## config.mk

```make
export PLATFORM = sky130hd
export DESIGN_NAME = multiplier_arbiter
export DESIGN_NICKNAME = d
export VERILOG_FILES = /design/src/rtl/nn_pkg.sv /design/src/rtl/round_robin_arbiter.sv /design/src/rtl/signed_fixed_point_multiplier.sv /design/src/rtl/multiplier_arbiter.sv
export SDC_FILE = /design/constraint.sdc
export NUM_CORES = 1
export LEC_CHECK = 0
export ABC_CLOCK_PERIOD_IN_PS = 7500
export CORE_MARGIN = 1.5
export CORE_UTILIZATION = 59
export CTS_CLUSTER_SIZE = 24
export DETAILED_ROUTE_END_ITERATION = 16
export PLACE_DENSITY = 0.83
export SKIP_CTS_REPAIR_TIMING = 1
export SYNTH_ARGS = -nofsm -noshare
export SYNTH_HDL_FRONTEND = slang
export SYNTH_SLANG_ARGS = --single-unit
export TNS_END_PERCENT = 10
```

## constraint.sdc

```tcl
create_clock -name clk_in -period 7.5 [get_ports clk_in]
set_input_delay 1.875 -clock clk_in [delete_from_list [all_inputs] [get_ports clk_in]]
set_output_delay 1.875 -clock clk_in [all_outputs]
set_load 0.02 [all_outputs]
```

## src/rtl/nn_pkg.sv

```systemverilog
// Shared constants and types for the neural-network datapath blocks.
package nn_pkg;

    localparam int unsigned FPL_DEFAULT  = 16;
    localparam int unsigned FPP_DEFAULT  = 10;
    localparam int unsigned MULT_LATENCY = 5;
    localparam int unsigned TAG_ID_W     = 4;

    typedef logic signed [FPL_DEFAULT-1:0] fixed_t;

    typedef struct packed {
        logic                valid;
        logic [TAG_ID_W-1:0] id;
    } tag_t;

endpackage

```

## src/rtl/round_robin_arbiter.sv

```systemverilog
// Round-robin arbiter: combinational one-hot grant searched upward from a registered pointer.
module round_robin_arbiter #(
    parameter  int unsigned N  = 4,
    localparam int unsigned IW = $clog2(N)
) (
    input  logic          i_clk,
    input  logic          i_rst_n,
    input  logic [N-1:0]  i_req,
    input  logic          i_advance,
    output logic [N-1:0]  o_grant_c,
    output logic [IW-1:0] o_grant_idx_c
);

    logic [IW-1:0] r_ptr;
    logic [IW-1:0] w_idx;
    logic          w_found;

    always_comb begin
        o_grant_c     = '0;
        o_grant_idx_c = '0;
        w_idx         = '0;
        w_found       = 1'b0;
        for (int unsigned k = 0; k < N; k++) begin
            w_idx = IW'((32'(r_ptr) + k) % N);
            if (!w_found && i_req[w_idx]) begin
                o_grant_c[w_idx] = 1'b1;
                o_grant_idx_c    = w_idx;
                w_found          = 1'b1;
            end
        end
    end

    // Pointer moves just past the winner so it becomes lowest priority next time.
    always_ff @(posedge i_clk or negedge i_rst_n) begin
        if (!i_rst_n) begin
            r_ptr <= '0;
        end else if (i_advance) begin
            r_ptr <= (o_grant_idx_c == IW'(N-1)) ? '0 : o_grant_idx_c + IW'(1);
        end
    end

endmodule

```

## src/rtl/signed_fixed_point_multiplier.sv

```systemverilog
// Pipelined signed fixed-point multiplier with saturation; fixed latency, no stall, no reset.
module signed_fixed_point_multiplier
    import nn_pkg::*;
#(
    parameter int unsigned FPL = FPL_DEFAULT,
    parameter int unsigned FPP = FPP_DEFAULT
) (
    input  logic                  i_clk,
    input  logic signed [FPL-1:0] i_a,
    input  logic signed [FPL-1:0] i_b,
    output logic signed [FPL-1:0] o_product
);

    localparam int unsigned PW = 2 * FPL;
    localparam logic signed [PW-1:0] MAX_V = {{(PW-FPL+1){1'b0}}, {(FPL-1){1'b1}}};
    localparam logic signed [PW-1:0] MIN_V = {{(PW-FPL+1){1'b1}}, {(FPL-1){1'b0}}};

    logic signed [FPL-1:0] r_a;
    logic signed [FPL-1:0] r_b;
    logic signed [PW-1:0]  r_prod;
    logic signed [PW-1:0]  w_shift;
    logic signed [FPL-1:0] w_sat;
    logic signed [FPL-1:0] r_dly [MULT_LATENCY-2];

    // Arithmetic shift floors toward -inf before clamping to the representable range.
    always_comb begin
        w_shift = r_prod >>> FPP;
        if (w_shift > MAX_V) begin
            w_sat = FPL'(MAX_V);
        end else if (w_shift < MIN_V) begin
            w_sat = FPL'(MIN_V);
        end else begin
            w_sat = FPL'(w_shift);
        end
    end

    always_ff @(posedge i_clk) begin
        r_a      <= i_a;
        r_b      <= i_b;
        r_prod   <= PW'(r_a) * PW'(r_b);
        r_dly[0] <= w_sat;
        for (int unsigned i = 1; i < MULT_LATENCY - 2; i++) begin
            r_dly[i] <= r_dly[i-1];
        end
    end

    assign o_product = r_dly[MULT_LATENCY-3];

endmodule

```

## src/rtl/multiplier_arbiter.sv

```systemverilog
// Shares one pipelined fixed-point multiplier among N requesters; tags route each product
// back to its owner via a one-hot result valid.
module multiplier_arbiter
    import nn_pkg::*;
#(
    parameter  int unsigned NUM_REQUESTERS       = 4,
    parameter  int unsigned FIXED_POINT_LENGTH   = FPL_DEFAULT,
    parameter  int unsigned FIXED_POINT_POSITION = FPP_DEFAULT,
    localparam int unsigned CW                   = $clog2(MULT_LATENCY + 1)
) (
    input  logic                                               clk_in,
    input  logic                                               rst_n_in,
    input  logic [NUM_REQUESTERS-1:0]                          req_valid_in,
    input  logic [NUM_REQUESTERS-1:0][FIXED_POINT_LENGTH-1:0]  req_multiplicand_in,
    input  logic [NUM_REQUESTERS-1:0][FIXED_POINT_LENGTH-1:0]  req_multiplier_in,
    output logic [NUM_REQUESTERS-1:0]                          req_ready_out,
    output logic [NUM_REQUESTERS-1:0]                          result_valid_out,
    output logic [FIXED_POINT_LENGTH-1:0]                      product_out,
    output logic [CW-1:0]                                      inflight_count_out
);

    localparam int unsigned N   = NUM_REQUESTERS;
    localparam int unsigned FPL = FIXED_POINT_LENGTH;
    localparam int unsigned IW  = $clog2(N);

    logic [N-1:0]          w_grant;
    logic [IW-1:0]         w_grant_idx;
    logic                  w_handshake;
    logic signed [FPL-1:0] w_a;
    logic signed [FPL-1:0] w_b;
    logic signed [FPL-1:0] w_product;
    tag_t                  w_new_tag;
    tag_t                  r_tag [MULT_LATENCY-1];
    logic [N-1:0]          r_result_valid;
    logic [CW-1:0]         r_count;
    logic                  w_pop;

    round_robin_arbiter #(.N(N)) u_rr (
        .i_clk         (clk_in),
        .i_rst_n       (rst_n_in),
        .i_req         (req_valid_in),
        .i_advance     (w_handshake),
        .o_grant_c     (w_grant),
        .o_grant_idx_c (w_grant_idx)
    );

    assign w_handshake = |w_grant;
    assign w_pop       = |r_result_valid;

    // Idle cycles feed zeros so the datapath never toggles on stale operands.
    always_comb begin
        w_a             = '0;
        w_b             = '0;
        w_new_tag.valid = w_handshake;
        w_new_tag.id    = TAG_ID_W'(w_grant_idx);
        if (w_handshake) begin
            w_a = req_multiplicand_in[w_grant_idx];
            w_b = req_multiplier_in[w_grant_idx];
        end
    end

    signed_fixed_point_multiplier #(
        .FPL (FPL),
        .FPP (FIXED_POINT_POSITION)
    ) u_mult (
        .i_clk     (clk_in),
        .i_a       (w_a),
        .i_b       (w_b),
        .o_product (w_product)
    );

    // Final tag stage is held as a decoded one-hot so it lines up with the product register.
    always_ff @(posedge clk_in or negedge rst_n_in) begin
        if (!rst_n_in) begin
            for (int unsigned i = 0; i < MULT_LATENCY - 1; i++) begin
                r_tag[i] <= '0;
            end
            r_result_valid <= '0;
        end else begin
            r_tag[0] <= w_new_tag;
            for (int unsigned i = 1; i < MULT_LATENCY - 1; i++) begin
                r_tag[i] <= r_tag[i-1];
            end
            r_result_valid <= r_tag[MULT_LATENCY-2].valid ?
                              (N'(1) << r_tag[MULT_LATENCY-2].id) : '0;
        end
    end

    always_ff @(posedge clk_in or negedge rst_n_in) begin
        if (!rst_n_in) begin
            r_count <= '0;
        end else begin
            case ({w_handshake, w_pop})
                2'b10:   r_count <= r_count + CW'(1);
                2'b01:   r_count <= r_count - CW'(1);
                default: r_count <= r_count;
            endcase
        end
    end

    assign req_ready_out      = w_grant;
    assign result_valid_out   = r_result_valid;
    assign product_out        = w_product;
    assign inflight_count_out = r_count;

endmodule

```

# ---- Word-level counts from Yosys, hierarchy flattened
# Memory sizes are Yosys's and may differ from the RTL's.
# Index checks and enable logic that the tools add are counted.
dict set report totals {
  register_bits 85
  mem_bits_rw 48
  output_inout_bits 27
  word_cells 89
  memories 1
}
dict set report op_classes {
  addsub 6
  multipliers 1
  magnitude_cmp 11
  n_eq_ne 3
  n_shift 1
  mux 36
  bitwise 3
  n_reduce_logical 13
}
# memory words width read_ports rd_clocked_by_memory_dff write_ports line
set mem_list {}
lappend mem_list {u_mult.r_dly 3 16 3 0 3 signed_fixed_point_multiplier.sv:23} ;# logic signed [FPL-1:0] r_dly [MULT_LATENCY-2];
# cell n
set op_table {}
lappend op_table {{$bmux 16 s2} 2}
lappend op_table {{$mux 16} 4}
lappend op_table {{$mul 16x16->32} 1}
lappend op_table {{$gt 22x16->1 const B} 1}
lappend op_table {{$lt 22x16->1 const B} 1}
lappend op_table {{$mux 4} 5}
lappend op_table {{$lt 2x3->1 const B} 5}
lappend op_table {{$or 4x4->4} 3}
lappend op_table {{$mux 1} 11}
lappend op_table {{$mux 2} 5}
lappend op_table {{$bmux 1 s2} 4}
lappend op_table {{$demux 1 s2} 4}
lappend op_table {{$ge 2x1->1 const B} 4}
lappend op_table {{$reduce_or 4->1} 2}
lappend op_table {{$logic_and 1x1->1} 7}
lappend op_table {{$pmux 3 s2} 1}
lappend op_table {{$add 2x1->2 const B} 2}
lappend op_table {{$add 2x2->2 const B} 2}
lappend op_table {{$eq 2x2->1 const B} 2}
lappend op_table {{$shl 1x2->4 const A} 1}
lappend op_table {{$add 3x1->3 const B} 1}
lappend op_table {{$logic_not 1->1} 3}
lappend op_table {{$sub 3x1->3 const B} 1}
lappend op_table {{$eq 2x1->1 const B} 1}
lappend op_table {{$reduce_bool 2->1} 1}

# ---- Depth between registers and ports, before layout
dict set report logic_depth {
  depth_word 15
  depth_mapped 23
  ltp_nobuf 22
}

# ---- By module
# From an unflattened synthesis, not the netlist that was laid out.
dict set report unflattened {
  hier_cells 1361
  hier_area_um2 14078.5
}
# module instances cells_per_inst area_per_inst_um2 seq_area_each_um2
set by_module_without_submodules {}
lappend by_module_without_submodules {signed_fixed_point_multiplier 1 1197 11893.9 2042.0}
lappend by_module_without_submodules {multiplier_arbiter 1 108 1671.6 475.5}
lappend by_module_without_submodules {round_robin_arbiter 1 56 513.0 50.0}

# ---- Worst setup path after synthesis
# OpenSTA, ideal clock, no wires.
dict set report synth_timing {
  path_kind {flip-flop to flip-flop}
  startpoint {reg u_mult.r_a[12]}
  endpoint {reg u_mult.r_prod[31]}
  setup_time_ns 0.072
  arrival_time_ns 5.858
  t_required_ns 7.428
  path_slack_ns 1.570
  path_stages_with_launch 21
  n_path_buf 1
  synth_period_minus_slack_ns 5.930
  path_cell_list {dfxtp_1 -> clkbuf_1 -> nand2_1 -> fa_1 -> fa_1 -> fa_1 -> inv_1 -> fa_1 -> fa_1 -> inv_1 -> fa_1 -> inv_1 -> ha_1 -> a21o_1 -> a31o_2 -> a221oi_1 -> nand2_1 -> a21o_1 -> and3_1 -> o41ai_1 -> xnor2_1}
}
dict set report synth_via {
  elab_chain_len 1
}
# element line
set synth_lines {}
lappend synth_lines {{start: declaration} signed_fixed_point_multiplier.sv:18} ;# logic signed [FPL-1:0] r_a;
lappend synth_lines {{start signal: assignment} signed_fixed_point_multiplier.sv:38} ;# r_a <= i_a;
lappend synth_lines {{$mul 16x16->32} signed_fixed_point_multiplier.sv:40} ;# r_prod <= PW'(r_a) * PW'(r_b);
lappend synth_lines {{end signal: assignment} signed_fixed_point_multiplier.sv:40}
lappend synth_lines {{end: declaration} signed_fixed_point_multiplier.sv:20} ;# logic signed [PW-1:0] r_prod;
# Every way passes these cells.
# A chain may end at the register's enable or synchronous reset.

# ---- Worst setup path after layout
dict set report layout_timing {
  startpoint {reg u_mult.r_a[15]}
  endpoint {reg u_mult.r_prod[31]}
}
# The elaborated chain is that of the path after synthesis.

==> flow_metrics.py <==
metrics = {
    "status": {
        "status": "finished, final reports clean",
    },
    "drt": {
        "dr.pass1.iters": 7,
        "wl_per_cell_um": 17.0,
        "via_per_inst": 5.33,
        "routed_wl_um": 31000,
        "drt_first_iter_violations": 542,
        "drc_errors": 0,
        "detail-route-antenna-nets": 0,
        "dr_total_vias": 9714,
    },
    "sta": {
        "skew_ps": 11.0,
        "fin_tns_setup_ps": 0,
        "rsz0062_at_grt": "false",
        "timing.slew.headroom_pct": 39.3,
        "fmax_mhz": 150,
        "finalSetupViolCount": 0,
        "finalHoldViolations": 0,
        "worst_pin_slew_ps": 908,
        "maxSlewViolCount": 0,
        "period_share_pct": 88.7,
        "fin_crit_ps": 6650,
    },
    "synthesis": {
        "synth_cell_types": 61,
        "syn_inst": 1372,
        "synth_flop_cell": "dfxtp_1",
        "synth_nets": 1853,
        "synth_warnings": 0,
        "synth_edf_count": 0,
        "syn-mean-instance-area_um2": 10.2,
        "ys_seq_area_share_pct": 18.3,
        "syn_area_um2": 14000,
        "ys_ff_latch": 123,
        "synthArstFlopShare_pct": 17.1,
    },
    "critical_path": {
        "crit_top_cell": "fa_1",
        "worstPathMaxFanout": 16,
        "crit_family": "adder cells",
        "worst-setup-path-type": "reg -> reg",
        "path_cells": "nand2_1 > inv_1 > fa_1 > fa_1 > fa_1 > fa_1 > fa_1 > inv_1 > fa_1 > inv_1 > ha_1 > a21oi_1 > o21ai_0 > a31oi_1 > nand3b_1 > a21o_1 > and3_1 > o41ai_1 > xnor2_1",
        "cp.arrival_ps": 7010,
        "cp_slowest_cell": "fa_1",
        "cp-start-kind": "flop",
        "crit_buf_inv": 3,
        "required_ps": 7860,
        "cp-end-kind": "flop",
        "cpPeakStageDelay_ps": 840,
    },
    "clock_tree": {
        "worstSkewPairLatency_ps": 430,
        "max-clock-path-buffers": 2,
        "path_clk_slew_ps": 70,
        "htreeDepth": 4,
        "cts_root_buf": "clkbuf_16",
        "numCtsBuffers": 17,
        "clock_sinks": 123,
        "cts_tree": "built",
    },
    "finish": {
        "drive_gt1_share_pct": 5.98,
        "n_antenna_cell": 0,
        "fillers": 1713,
        "final_cell_mix": "inv_1 (310), fa_1 (262), clkdlybuf4s50_1 (160)",
        "area_growth_pct": 16.3,
        "final_common_cell": "inv_1",
        "fin_nets": 1972,
    },
    "die": {
        "dieArea_um2": 24700,
        "io_pins": 161,
        "num_rows": 56,
        "core_um2": 23400,
        "die-width_um": 157,
        "fp.dieH_um": 157,
        "initial_core_util_pct": 60.0,
    },
    "global_route": {
        "grt_util_met2_pct": 50.2,
        "grt_max_degree": 34,
        "grt_use_total_pct": 27.9,
        "grt_antenna_before_repair": 0,
        "grt_pass1_wl_um": 52600,
        "grt_busiest_layer": "met2",
        "met1_usage_pct": 31.7,
        "grt_pass1_vias": 10957,
        "met3_usage_pct": 5.62,
        "grt_overflow": 0,
    },
    "job": {
        "drv_cap": 0,
    },
    "place": {
        "place_congestion": 0.904,
        "numPortBuffers": 160,
        "dpl.hpwl_um": 25100,
    },
    "min_path": {
        "min_path_type": "reg -> reg",
    },
}
-- routing by layer --
| layer | up-vias | wire [µm] |
|---|---|---|
| met5 | - | 0 |
| met1 | 4798 | 11000 |
| li1 | 4361 | - |
| met3 | 115 | 2230 |
| met4 | 0 | 1500 |
| met2 | 440 | 16200 |
-- registers in the layout, summed over array words and instances, names as in the netlist, named ones only --
signal / count
u_mult.r_a: 16
r_tag: 12
result_valid_out: 4
u_mult.r_b: 16
inflight_count_out: 3
u_mult.r_prod: 22
u_rr.r_ptr: 1
u_mult.r_dly: 48
-- path summary, 6_finish.rpt --
| check | from | to | slack (ps) | cells after the start |
|---|---|---|---|---|
| hold reg to reg | u_mult.r_dly[0][28] | u_mult.r_dly[0][44] | 320 | 0 |
| min in group asynchronous | rst_n_in | r_tag[0] | 1960 | 1 |
| hold / removal | u_mult.r_dly[0][28] | u_mult.r_dly[0][44] | 320 | 0 |
| setup reg to reg | u_mult.r_a[15] | u_mult.r_prod[31] | 850 | 19 |
| max in group asynchronous | rst_n_in | r_tag[4] | 4980 | 1 |
| setup / recovery | u_mult.r_a[15] | u_mult.r_prod[31] | 850 | 19 |
-- cell families (layout without fill, tap and decap cells) --
| logic type | after synthesis | count (layout) | synth area share [%] |
|---|---|---|---|
| xor+xnor | 36 | 36 | 2.25 |
| mux | 39 | 39 | 5.81 |
| fa+ha+maj | 347 | 347 | 44.9 |
| compound gates | 98 | 98 | 4.74 |
| simple gates | 352 | 352 | 13.2 |
| buf+inv | 377 | 509 | 10.8 |
| flops | 123 | 123 | 18.3 |
-- worst register-to-register path, cell delays in order (launching register included) --
cell,delay (ps)
dfxtp_1,720
nand2_1,220
inv_1,180
fa_1,570
fa_1,850
fa_1,510
fa_1,510
fa_1,500
inv_1,50
fa_1,480
inv_1,40
ha_1,320
a21oi_1,150
o21ai_0,100
a31oi_1,310
nand3b_1,120
a21o_1,200
and3_1,190
o41ai_1,390
xnor2_1,160
-- Yosys cell counts, types with 3 or more instances --
master    instances  area (µm²)
nand2b_1          3        18.8
fa_1            262        5250
o31ai_1           3        22.5
a31oi_1           5        31.3
buf_4            16         120
and2_4           11        96.3
buf_2             6        30.0
o21ai_0          17        85.1
and4_1            3        26.3
and3_1            5        31.3
dfxtp_1         102        2040
inv_1           310        1160
dfrtp_1          21         526
nand3_1           3        15.0
a221o_1           3        30.0
nor2b_1           3        18.8
xor2_1           12         105
nor2_1           29         109
mux4_2           34         766
xnor2_1          24         210
a21o_1           12        90.1
o21a_1           19         143
a21oi_1          18        90.1
nand2_1         134         503
ha_1             85        1060
mux2i_1           5        50.1
clkbuf_1         38         143
and2_1          145         907
buf_6             4        45.0
-- stage by stage --
stage	utilization [%]	cell area (µm²)	cells	setup WS (ps)	hold WS, ps
after floorplan	-	14000	1372	1570	310
after global placement	67.3	15800	1791	1190	311
after detailed placement	67.3	15800	1791	999	312
after CTS	69.8	16300	1823	930	323
after global routing	69.8	16300	1823	471	323
final	69.8	16300	1823	849	322
-- final cells by class --
| cell class | count | area, µm² | share of cell area (%) |
|---|---|---|---|
| multi-input cells | 872 | 9970 | 61.1 |
| well taps | 319 | 399 | 2.44 |
| flip-flops and latches | 123 | 2570 | 15.7 |
| clock buffers | 18 | 439 | 2.69 |
| inverters | 311 | 1170 | 7.15 |
| repair buffers | 166 | 1650 | 10.1 |
| clock inverters | 14 | 136 | 0.835 |
Power is left out: the tool's default activity adds up to more than one toggle a clock period on the data nets, which glitch-free logic cannot reach.
==> patch (same settings) <==
Put one more register stage on the output `inflight_count_out`, cleared by the reset. The value now appears one clock later. The other outputs are not delayed to match.
--- a/src/rtl/multiplier_arbiter.sv
+++ b/src/rtl/multiplier_arbiter.sv
@@ -102,5 +102,11 @@
     assign result_valid_out   = r_result_valid;
     assign product_out        = w_product;
-    assign inflight_count_out = r_count;
+    always_ff @(posedge clk_in or negedge rst_n_in) begin
+        if (!rst_n_in) begin
+            inflight_count_out <= '0;
+        end else begin
+            inflight_count_out <= r_count;
+        end
+    end
 
 endmodule
Function: changed (a bounded check fails within 4 cycles, from zero or initial values and one cycle with rst_n_in low).
==> patch against the unedited design <==
- sequential share of layout area is 0.14 points higher
- via count is 7.0% higher
- non-clock buffer count is 2 lower
- critical path type unchanged
- count of clock-buffer cells in the layout is 1 lower
- synthesized area is 3.0% higher
- synthesized cell count is 5.2% higher
- critical path depth is 1 lower
- sequential cell count is 3 higher
- wire length is 5.0% higher
- final area is 2.0% higher
- setup slack better by 260 ps
Power is not shown: default switching activity piles up to over one toggle a cycle in this logic, so the estimate is an artifact.
==> patch: results (changes against the unedited design) <==
Status = finished, final reports clean (unchanged)
Total GRT Usage = 27.7% (was 27.9%)
Final net count = 2030 (was 1972)
Synth unique cells = 57 (was 61)
Clock skew = 20.6 ps (was 11.0 ps)
Synth Warn # = 0 (unchanged)
Post-Syn Nets = 1924 (was 1853)
DRT Pass-1 Iters = 5 (was 7)
Area contributors post-synth = fa_1, dfxtp_1, inv_1 (unchanged)
Dpl hpwl = 26000 um (was 25100 um)
Worst hold path class = reg2reg (unchanged)
Main flop type after synthesis = dfxtp_1 (unchanged)
Diodes inserted = 0 (unchanged)
Pre-CTS setup slack = 1160 ps (was 999 ps)
Worst Reg2Reg Path Length in Cells = 18 (was 19)
Highest metal used = met4 (unchanged)
Sequential fraction of the synthesis area = 18.3% (about the same)
I/O Buffers = 160 (unchanged)
DRT iter0 DRCs = 740 (was 542)
Top cell type by total area after synthesis = fa_1 (unchanged)
Clock buffer count from CTS = 17 (unchanged)
Layout cell share with drive strength beyond 1 = 4.93% (was 5.98%)
Routed met2 length = 16600 um (was 16200 um)
GPL Wtd Cong = 0.900 (was 0.904)
Wl on met1 = 12000 um (was 11000 um)
Max-slew headroom = 16.0% (was 39.3%)
Level count of the clock H-tree = 4 (unchanged)
First-pass GRT wire length = 55700 um (was 52600 um)
Largest registers = u_mult.r_dly: 48 flops, u_mult.r_prod: 22 flops (unchanged)
Critical Path Fanout Max = 16 (unchanged)
Initial antenna violation count = 0 (unchanged)
Final worst slack = 1100 ps (was 849 ps)
Reg2Reg Setup Slack = 1100 ps (was 850 ps)
Root Buffer = clkbuf_16 (unchanged)
Clk buf depth = 2 (unchanged)
Worst skew pair latency = 440 ps
Slowest-stage cell, CP = fa_1 (unchanged)
Hold path cells = 0 (unchanged)
CP peak stage delay = 750 ps (was 840 ps)
Clock-pin slew on the worst setup and hold paths = 70 ps (about the same)
Async S/R FF share, synth = 19.0% (was 17.1%)
Largest net degree at the start of global routing = 39 (was 34)
Top cells by count, synth = inv_1, fa_1, and2_1 (unchanged)
DR WL met3 = 2350 um (was 2230 um)
Routed vias = 10400 (was 9714)
Vias in the first global route = 11600 (was 11000)
Worst Path Arrival = 6720 ps (was 7010 ps)
Post-DR wirelength/cell = 17.2 um (was 17.0 um)
## patch: layout make-up
cell class	instances	area, um2
multi-input combinational	926	10200
clock buffer	17	425
clock inverter	15	140
fill	1771	7520
tap	324	405
sequential	126	2640
timing repair buffer	164	1630
inverter	314	1180
## patch: path summary, 6_finish.rpt
check,startpoint,to
max,u_mult.r_b[4],u_mult.r_prod[31]
min,u_mult.r_dly[0][5],u_mult.r_dly[0][21]
max reg2reg,u_mult.r_b[4],u_mult.r_prod[31]
min reg2reg,u_mult.r_dly[0][5],u_mult.r_dly[0][21]
max in group asynchronous,rst_n_in,async pin
min in group asynchronous,rst_n_in,inflight_count_out[1]
## patch: metrics by stage
stage | cells | area [um2] | hold slack, ps
2_1_floorplan | 1443 | 14500 | 310
3_3_place_gp | 1854 | 16100 | 311
3_5_place_dp | 1854 | 16100 | 312
4_1_cts | 1886 | 16700 | 326
5_1_grt | 1886 | 16700 | 328
6_report | 1886 | 16700 | 323
## patch: cells by family (layout without fill, tap and decap cells)
kind of cell	count (synthesis)	after routing	share of synthesized area, %
AOI/OAI and AO/OA	125	125	5.77
xor gates and xnor gates	37	37	2.24
adders and majority gates	347	347	43.6
buffers and inverters	391	510	11.1
DFF	126	126	18.3
muxes	39	39	5.64
and+or+nand+nor	378	378	13.4
## patch: critical path: cells and delay by family (launching register included)
kind,cells,cell delay [ps]
AOI/OAI and AO/OA,5,1160
xor gates and xnor gates,1,120
adders and majority gates,7,3740
buffers and inverters,3,170
DFF,1,730
and+or+nand+nor,2,370
## patch: routing by layer
layer / global-route usage [%] / up-vias
li1: - / 4596
met1: 33.4 / 5184
met2: 48.6 / 513
met3: 4.36 / 103
met4: 13.7 / 0
met5: 0 / -
